===== config.mk =====
export PLATFORM = sky130hd
export DESIGN_NAME = exc_arbiter
export DESIGN_NICKNAME = d
export VERILOG_FILES = /design/src/rtl/exc_arbiter_pkg.sv /design/src/rtl/exc_prio_enc.sv /design/src/rtl/exc_arbiter.sv
export SDC_FILE = /design/constraint.sdc
export NUM_CORES = 1
export LEC_CHECK = 0
export ABC_AREA = 1
export BUFFER_PORTS_ARGS = -buffer_cell sky130_fd_sc_hd__buf_2
export CAP_MARGIN = 0
export CORE_AREA = 2 2 90 92
export CTS_CLUSTER_SIZE = 28
export DETAILED_ROUTE_END_ITERATION = 8
export DIE_AREA = 0 0 92 94
export GPL_TIMING_DRIVEN = 1
export PLACE_DENSITY = 0.78
export SLEW_MARGIN = 20
export SYNTH_ARGS = -nofsm -noshare
export SYNTH_HDL_FRONTEND = slang
export SYNTH_SLANG_ARGS = --single-unit

===== constraint.sdc =====
create_clock -name cpu_clk_50M -period 7.3 [get_ports cpu_clk_50M]
set_clock_uncertainty 0.05 [all_clocks]
set_input_delay 1.46 -clock cpu_clk_50M [delete_from_list [all_inputs] [get_ports cpu_clk_50M]]
set_output_delay 1.46 -clock cpu_clk_50M [all_outputs]
set_load 0.03 [all_outputs]

===== src/rtl/exc_arbiter_pkg.sv =====
// exc_arbiter_pkg
//   Shared definitions for the exception arbiter: CP0 exception codes,
//   the exception code bus width, the arbiter state encoding and the
//   bad-address source select used between the priority encoder and the top.
package exc_arbiter_pkg;

   localparam int EXC_CODE_BUS = 5;
   localparam int FLUSH_CNT_W  = 3;

   typedef logic [EXC_CODE_BUS-1:0] exc_code_t;

   localparam exc_code_t EXC_INT  = 5'h00;
   localparam exc_code_t EXC_ADEL = 5'h04;
   localparam exc_code_t EXC_ADES = 5'h05;
   localparam exc_code_t EXC_SYS  = 5'h08;
   localparam exc_code_t EXC_BP   = 5'h09;
   localparam exc_code_t EXC_RI   = 5'h0a;
   localparam exc_code_t EXC_OV   = 5'h0c;
   localparam exc_code_t EXC_NONE = 5'h10;
   localparam exc_code_t EXC_ERET = 5'h11;

   typedef enum logic {
      ST_IDLE  = 1'b0,
      ST_FLUSH = 1'b1
   } exc_state_e;

   // Where badvaddr comes from for the selected exception.
   typedef enum logic [1:0] {
      BAD_NONE = 2'd0,
      BAD_PC   = 2'd1,
      BAD_DATA = 2'd2
   } bad_sel_e;

endpackage


===== src/rtl/exc_prio_enc.sv =====
// exc_prio_enc
//   Purely combinational fixed-priority exception encoder.
//   Ports:
//     valid        in   MEM stage holds a valid instruction; gates every candidate
//     int_pending  in   qualified interrupt request
//     if_adel .. id_eret  in  individual exception candidates
//     code         out  selected exception code, EXC_NONE if nothing selected
//     bad_sel      out  source of the bad virtual address for the selected code
module exc_prio_enc
   import exc_arbiter_pkg::*;
(
   input  logic      valid,
   input  logic      int_pending,
   input  logic      if_adel,
   input  logic      id_ri,
   input  logic      id_sys,
   input  logic      id_bp,
   input  logic      ex_ov,
   input  logic      mem_adel,
   input  logic      mem_ades,
   input  logic      id_eret,
   output exc_code_t code,
   output bad_sel_e  bad_sel
);

   always_comb begin
      code    = EXC_NONE;
      bad_sel = BAD_NONE;
      if (valid) begin
         if (int_pending) begin
            code = EXC_INT;
         end else if (if_adel) begin
            code    = EXC_ADEL;
            bad_sel = BAD_PC;
         end else if (id_ri) begin
            code = EXC_RI;
         end else if (id_sys) begin
            code = EXC_SYS;
         end else if (id_bp) begin
            code = EXC_BP;
         end else if (ex_ov) begin
            code = EXC_OV;
         end else if (mem_adel) begin
            code    = EXC_ADEL;
            bad_sel = BAD_DATA;
         end else if (mem_ades) begin
            code    = EXC_ADES;
            bad_sel = BAD_DATA;
         end else if (id_eret) begin
            code = EXC_ERET;
         end
      end
   end

endmodule


===== src/rtl/exc_arbiter.sv =====
// exc_arbiter
//   Selects at most one exception for the MEM-stage instruction, presents it
//   to CP0 in the commit cycle and then holds the pipeline flushed for
//   FLUSH_CYCLES further cycles.
//   Ports:
//     cpu_clk_50M, cpu_rst        clock, synchronous active-high reset
//     mem_valid, mem_stall        MEM stage qualifiers
//     mem_pc, mem_in_delay        MEM instruction PC and delay-slot flag
//     if_adel, id_*, ex_ov, mem_adel, mem_ades   exception candidates
//     mem_badvaddr                faulting data address
//     status_i, cause_i           CP0 Status / Cause for interrupt qualification
//     exccode_o, pc_o, badvaddr_o, in_delay_o    exception info to CP0
//     flush_o, busy_o             pipeline flush, FLUSH-state indicator
//     exc_cnt_o                   saturating count of committed exceptions (ERET excluded)
//     dbg_state                   current arbiter state
//   Handshake: an exception commits in a cycle where the arbiter is IDLE,
//   mem_valid=1, mem_stall=0 and a code is selected; no back-pressure exists,
//   the commit is a single-cycle pulse on exccode_o != EXC_NONE.
module exc_arbiter
   import exc_arbiter_pkg::*;
#(
   parameter int FLUSH_CYCLES = 2   // legal range 1..7
)(
   input  logic        cpu_clk_50M,
   input  logic        cpu_rst,
   input  logic        mem_valid,
   input  logic        mem_stall,
   input  logic [31:0] mem_pc,
   input  logic        mem_in_delay,
   input  logic        if_adel,
   input  logic        id_ri,
   input  logic        id_sys,
   input  logic        id_bp,
   input  logic        id_eret,
   input  logic        ex_ov,
   input  logic        mem_adel,
   input  logic        mem_ades,
   input  logic [31:0] mem_badvaddr,
   input  logic [31:0] status_i,
   input  logic [31:0] cause_i,
   output exc_code_t   exccode_o,
   output logic [31:0] pc_o,
   output logic [31:0] badvaddr_o,
   output logic        in_delay_o,
   output logic        flush_o,
   output logic        busy_o,
   output logic [15:0] exc_cnt_o,
   output exc_state_e  dbg_state
);

   localparam logic [FLUSH_CNT_W-1:0] FLUSH_LOAD = FLUSH_CNT_W'(FLUSH_CYCLES - 1);

   exc_state_e             state, state_next;
   logic [FLUSH_CNT_W-1:0] flush_cnt, flush_cnt_next;
   logic [15:0]            exc_cnt;
   logic                   int_pending;
   logic                   commit;
   exc_code_t              sel_code;
   bad_sel_e               bad_sel;

   // Only IE, EXL and the IM/IP fields take part in interrupt qualification.
   logic unused_bits;
   assign unused_bits = ^{status_i[31:16], status_i[7:2], cause_i[31:16], cause_i[7:0]};

   assign int_pending = status_i[0] & ~status_i[1] & (|(cause_i[15:8] & status_i[15:8]));

   exc_prio_enc u_prio (
      .valid       (mem_valid),
      .int_pending (int_pending),
      .if_adel     (if_adel),
      .id_ri       (id_ri),
      .id_sys      (id_sys),
      .id_bp       (id_bp),
      .ex_ov       (ex_ov),
      .mem_adel    (mem_adel),
      .mem_ades    (mem_ades),
      .id_eret     (id_eret),
      .code        (sel_code),
      .bad_sel     (bad_sel)
   );

   always_ff @(posedge cpu_clk_50M) begin
      if (cpu_rst) begin
         state     <= ST_IDLE;
         flush_cnt <= '0;
         exc_cnt   <= '0;
      end else begin
         state     <= state_next;
         flush_cnt <= flush_cnt_next;
         // ERET flushes the pipe but is a return, not an exception.
         if (commit && (sel_code != EXC_ERET) && (exc_cnt != 16'hFFFF)) begin
            exc_cnt <= exc_cnt + 16'd1;
         end
      end
   end

   always_comb begin
      state_next     = state;
      flush_cnt_next = flush_cnt;
      commit         = 1'b0;
      case (state)
         ST_IDLE: begin
            if (!cpu_rst && mem_valid && !mem_stall && (sel_code != EXC_NONE)) begin
               commit         = 1'b1;
               state_next     = ST_FLUSH;
               flush_cnt_next = FLUSH_LOAD;
            end
         end
         ST_FLUSH: begin
            if (flush_cnt == '0) begin
               state_next = ST_IDLE;
            end else begin
               flush_cnt_next = flush_cnt - 1'b1;
            end
         end
         default: state_next = ST_IDLE;
      endcase
   end

   always_comb begin
      exccode_o  = EXC_NONE;
      pc_o       = '0;
      badvaddr_o = '0;
      in_delay_o = 1'b0;
      flush_o    = 1'b0;
      busy_o     = 1'b0;
      if (!cpu_rst) begin
         pc_o    = mem_pc;
         busy_o  = (state == ST_FLUSH);
         flush_o = commit | (state == ST_FLUSH);
         if (commit) begin
            exccode_o  = sel_code;
            in_delay_o = mem_in_delay;
            case (bad_sel)
               BAD_PC:   badvaddr_o = mem_pc;
               BAD_DATA: badvaddr_o = mem_badvaddr;
               default:  badvaddr_o = '0;
            endcase
         end
      end
   end

   assign exc_cnt_o = exc_cnt;
   assign dbg_state = state;

endmodule


==> out/results.tsv <==
stage	metric	value	unit
logic_synthesis	syn_area_per_cell	5.51	sq um
placed_design	DP Area	3200	sq um
worst_hold_path	worst hold path class	reg -> reg	
sta	maximum clock frequency	0.191	GHz
die	Die Ht	94	microns
placed_design	pre-CTS setup slack	2.08	ns
clock_network	Clock Latency Late Sink	0.26	ns
detailed_routing	Routed Wire Length	7700	microns
sta	fin crit period	5.22	ns
sta	Finish-stage setup viols	0	
sta	final setup TNS	0	ns
sta	Slew Viols, Final	0	
die	I/O Pins	230	
clock_network	htree depth	1	
clock_network	root buffer cell	clkbuf_8	
clock_network	Post-CTS Setup Repair Bufs	0	
logic_synthesis	synth top area cells	nand2_1 (22%), dfxtp_1 (18%), nor2_1 (13%), a21oi_2 (12%), inv_1 (11%)	
logic_synthesis	Post-Syn Nets	560	
global_route	initial antenna violation count	0	
logic_synthesis	Syn Inst Count	414	
power_and_ir_drop	Psw	0.000102	W
setup_path	crit-path cells	buf_2, nor2_1, nand2_1, nor2_1, o21a_1, nand3_1, inv_1, ha_1, nand2_1, a21oi_1, buf_2	
power_and_ir_drop	Net Sw Frac	34.5	%
setup_path	Max stage delay cell, worst path	ha_1	
die	core area	7610	sq um
clock_network	CTS Buf Count	3	
global_route	All-Layer GR Usage	16.6	%
power_and_ir_drop	clock share of power	28.9	%
sta	fin crit share	71.6	%
sta	final hold vios	0	
clock_network	Clock Sinks	20	
die	Initial Util	30.0	%
clock_network	Post-CTS Hold Fix Bufs	0	
sta	slew at the pin with the worst max-slew slack	1.06	ns
clock_network	Worst-path clk slew	0.07	ns
setup_path	Crit. End Element	primary output	
final_layout	Final #Nets	731	
clock_network	CTS tree	yes	
logic_synthesis	#FFs+latches synth	20	
sta	RSZ-0062 raised after global routing	false	
logic_synthesis	yosys warns	0	
clock_network	Max Buffers Root-to-Sink	2	
detailed_routing	ANT nets after route	0	
detailed_routing	DRT iter0 DRCs	130	
detailed_routing	DRC	0	
detailed_routing	Initial DRT Pass Iterations	4	
final_layout	diodes inserted	0	
setup_path	Buf/Inv on CP	3	
placed_design	Post-DP HPWL	6280	microns
flow_run	Max-cap violations	0	
placed_design	PortBufs	183	
global_route	largest net degree at the start of global routing	41	
sta	Setup WS post-layout	2.08	ns
die	die width	92	microns
setup_path	Worst EP required	5.79	ns
final_layout	most frequent cells in the layout	buf_2 (183), nand2_1 (131), nor2_1 (76)	
logic_synthesis	Post-Syn Area	2280	sq um
final_layout	final instance area	3250	sq um
clock_network	cts repair resizes	0	
setup_path	Top Family by Delay on Critical Path	adder cells	
sta	slew margin rel.	29.4	%
logic_synthesis	Netlist cell types	30	
global_route	vias in the first global route	2907	
final_layout	most common cell after layout, fill and taps aside	buf_2	
power_and_ir_drop	Reg power frac	37.3	%
logic_synthesis	Yosys top cell by area	nand2_1	
setup_path	critical path peak fanout	32	
power_and_ir_drop	power per cell area	91.1	nW/um^2
die	Site Rows	32	
power_and_ir_drop	peak supply drop	0.0000983	V
detailed_routing	Vias/cell	4.56	
global_route	gr ovfl total	0	
setup_path	startpoint types	input port	
placed_design	Final Wtd Congestion	0.847	
setup_path	kind of critical path	in -> out	
setup_path	Slowest Stage Delay on Critical Path	0.84	ns
logic_synthesis	Synth top area share	21.6	%
final_layout	Area Growth Syn to Fin	42.7	%
power_and_ir_drop	Comb power frac	33.7	%
power_and_ir_drop	Internal Power	0.000194	W
power_and_ir_drop	Lkg Pwr	1.81	nW
die	die area	8650	sq um
setup_path	r2r setup slk	5.20	ns
status	outcome	complete, no violations	
setup_path	Worst EP arrival	3.71	ns
logic_synthesis	Seq/Total Area, Yosys	17.6	%
global_route	global-route wire length before repair	12200	microns
detailed_routing	Wirelength per Cell	11.2	microns
final_layout	fin util	42.8	%
final_layout	layout cells sized above 1	38.9	%
detailed_routing	via count	3129	
-- layer usage --
metal,vias to the layer above,wire length (microns),track usage [%]
li1,1611,-,-
met1,1376,2960,17.5
met2,128,3820,31.9
met3,14,787,4.49
met4,0,141,5.35
met5,-,0,0
-- flip-flops by register name, indices dropped and copies added (netlist names) --
signal / count
exc_cnt_o: 16
flush_cnt: 3
dbg_state: 1
-- final timing paths --
| check | startpoint | end | cells past startpoint |
|---|---|---|---|
| max | id_ri | badvaddr_o[31] | 11 |
| min | flush_cnt[1]$_SDFFE_PP0P_ | flush_cnt[1]$_SDFFE_PP0P_ | 2 |
| max reg2reg | exc_cnt_o[0]$_SDFFE_PP0P_ | exc_cnt_o[14]$_SDFFE_PP0P_ | 12 |
| min reg2reg | flush_cnt[1]$_SDFFE_PP0P_ | flush_cnt[1]$_SDFFE_PP0P_ | 2 |
-- logic make-up (layout without fill, tap and decap cells) --
kind of cell | count (synthesis) | after routing | synth area share, %
DFF | 20 | 20 | 17.6
AOI/OAI and AO/OA | 54 | 54 | 17.7
and+or+nand+nor | 250 | 250 | 44.7
adders and majority gates | 5 | 5 | 2.74
xor gates and xnor gates | 2 | 2 | 0.769
buffers and inverters | 83 | 253 | 16.5
-- cells in the mapped netlist (all sizes together) --
cell    instances
nor3b           1
buf             8
ha              5
a31oi           1
o21ai           2
clkbuf          9
nand2         132
a21oi          49
o21a            1
inv            66
nand4           4
nand3          28
nor3            4
o211ai          1
dfxtp          20
or2             2
nor2           78
nor4            1
xor2            2
-- area by class of cell --
cell class	instances	area (sq um)
sequential	20	400
multi-input combinational	311	1510
inverter	66	248
clock buffer	4	55.1
tap	102	128
fill	800	4350
timing repair buffer	183	916
-- power groups by stage --
stage	Sequential [W]	Clock [W]	Combinational [W]
3_5_place_dp	0.000113	0	0.0000998
4_1_cts	0.000111	0.0000888	0.000100
2_1_floorplan	0.000114	0	0.0000562
5_1_grt	0.000111	0.0000951	0.000110
6_report	0.000111	0.0000857	0.000100
3_3_place_gp	0.000113	0	0.0000983
-- worst min-delay path: cells and delay by family (launching register included) --
kind               cells  cell delay [ns]
DFF                    1             0.31
and+or+nand+nor        1             0.08
AOI/OAI and AO/OA      1             0.06
-- through the flow --
stage	instances	total power, W	hold slack (ns)
6_report	686	0.000296	0.440
4_1_cts	686	0.000300	0.443
3_3_place_gp	682	0.000211	0.419
2_1_floorplan	414	0.000170	0.408
5_1_grt	686	0.000316	0.478
3_5_place_dp	682	0.000213	0.432
(Power assumes the default switching activity.)
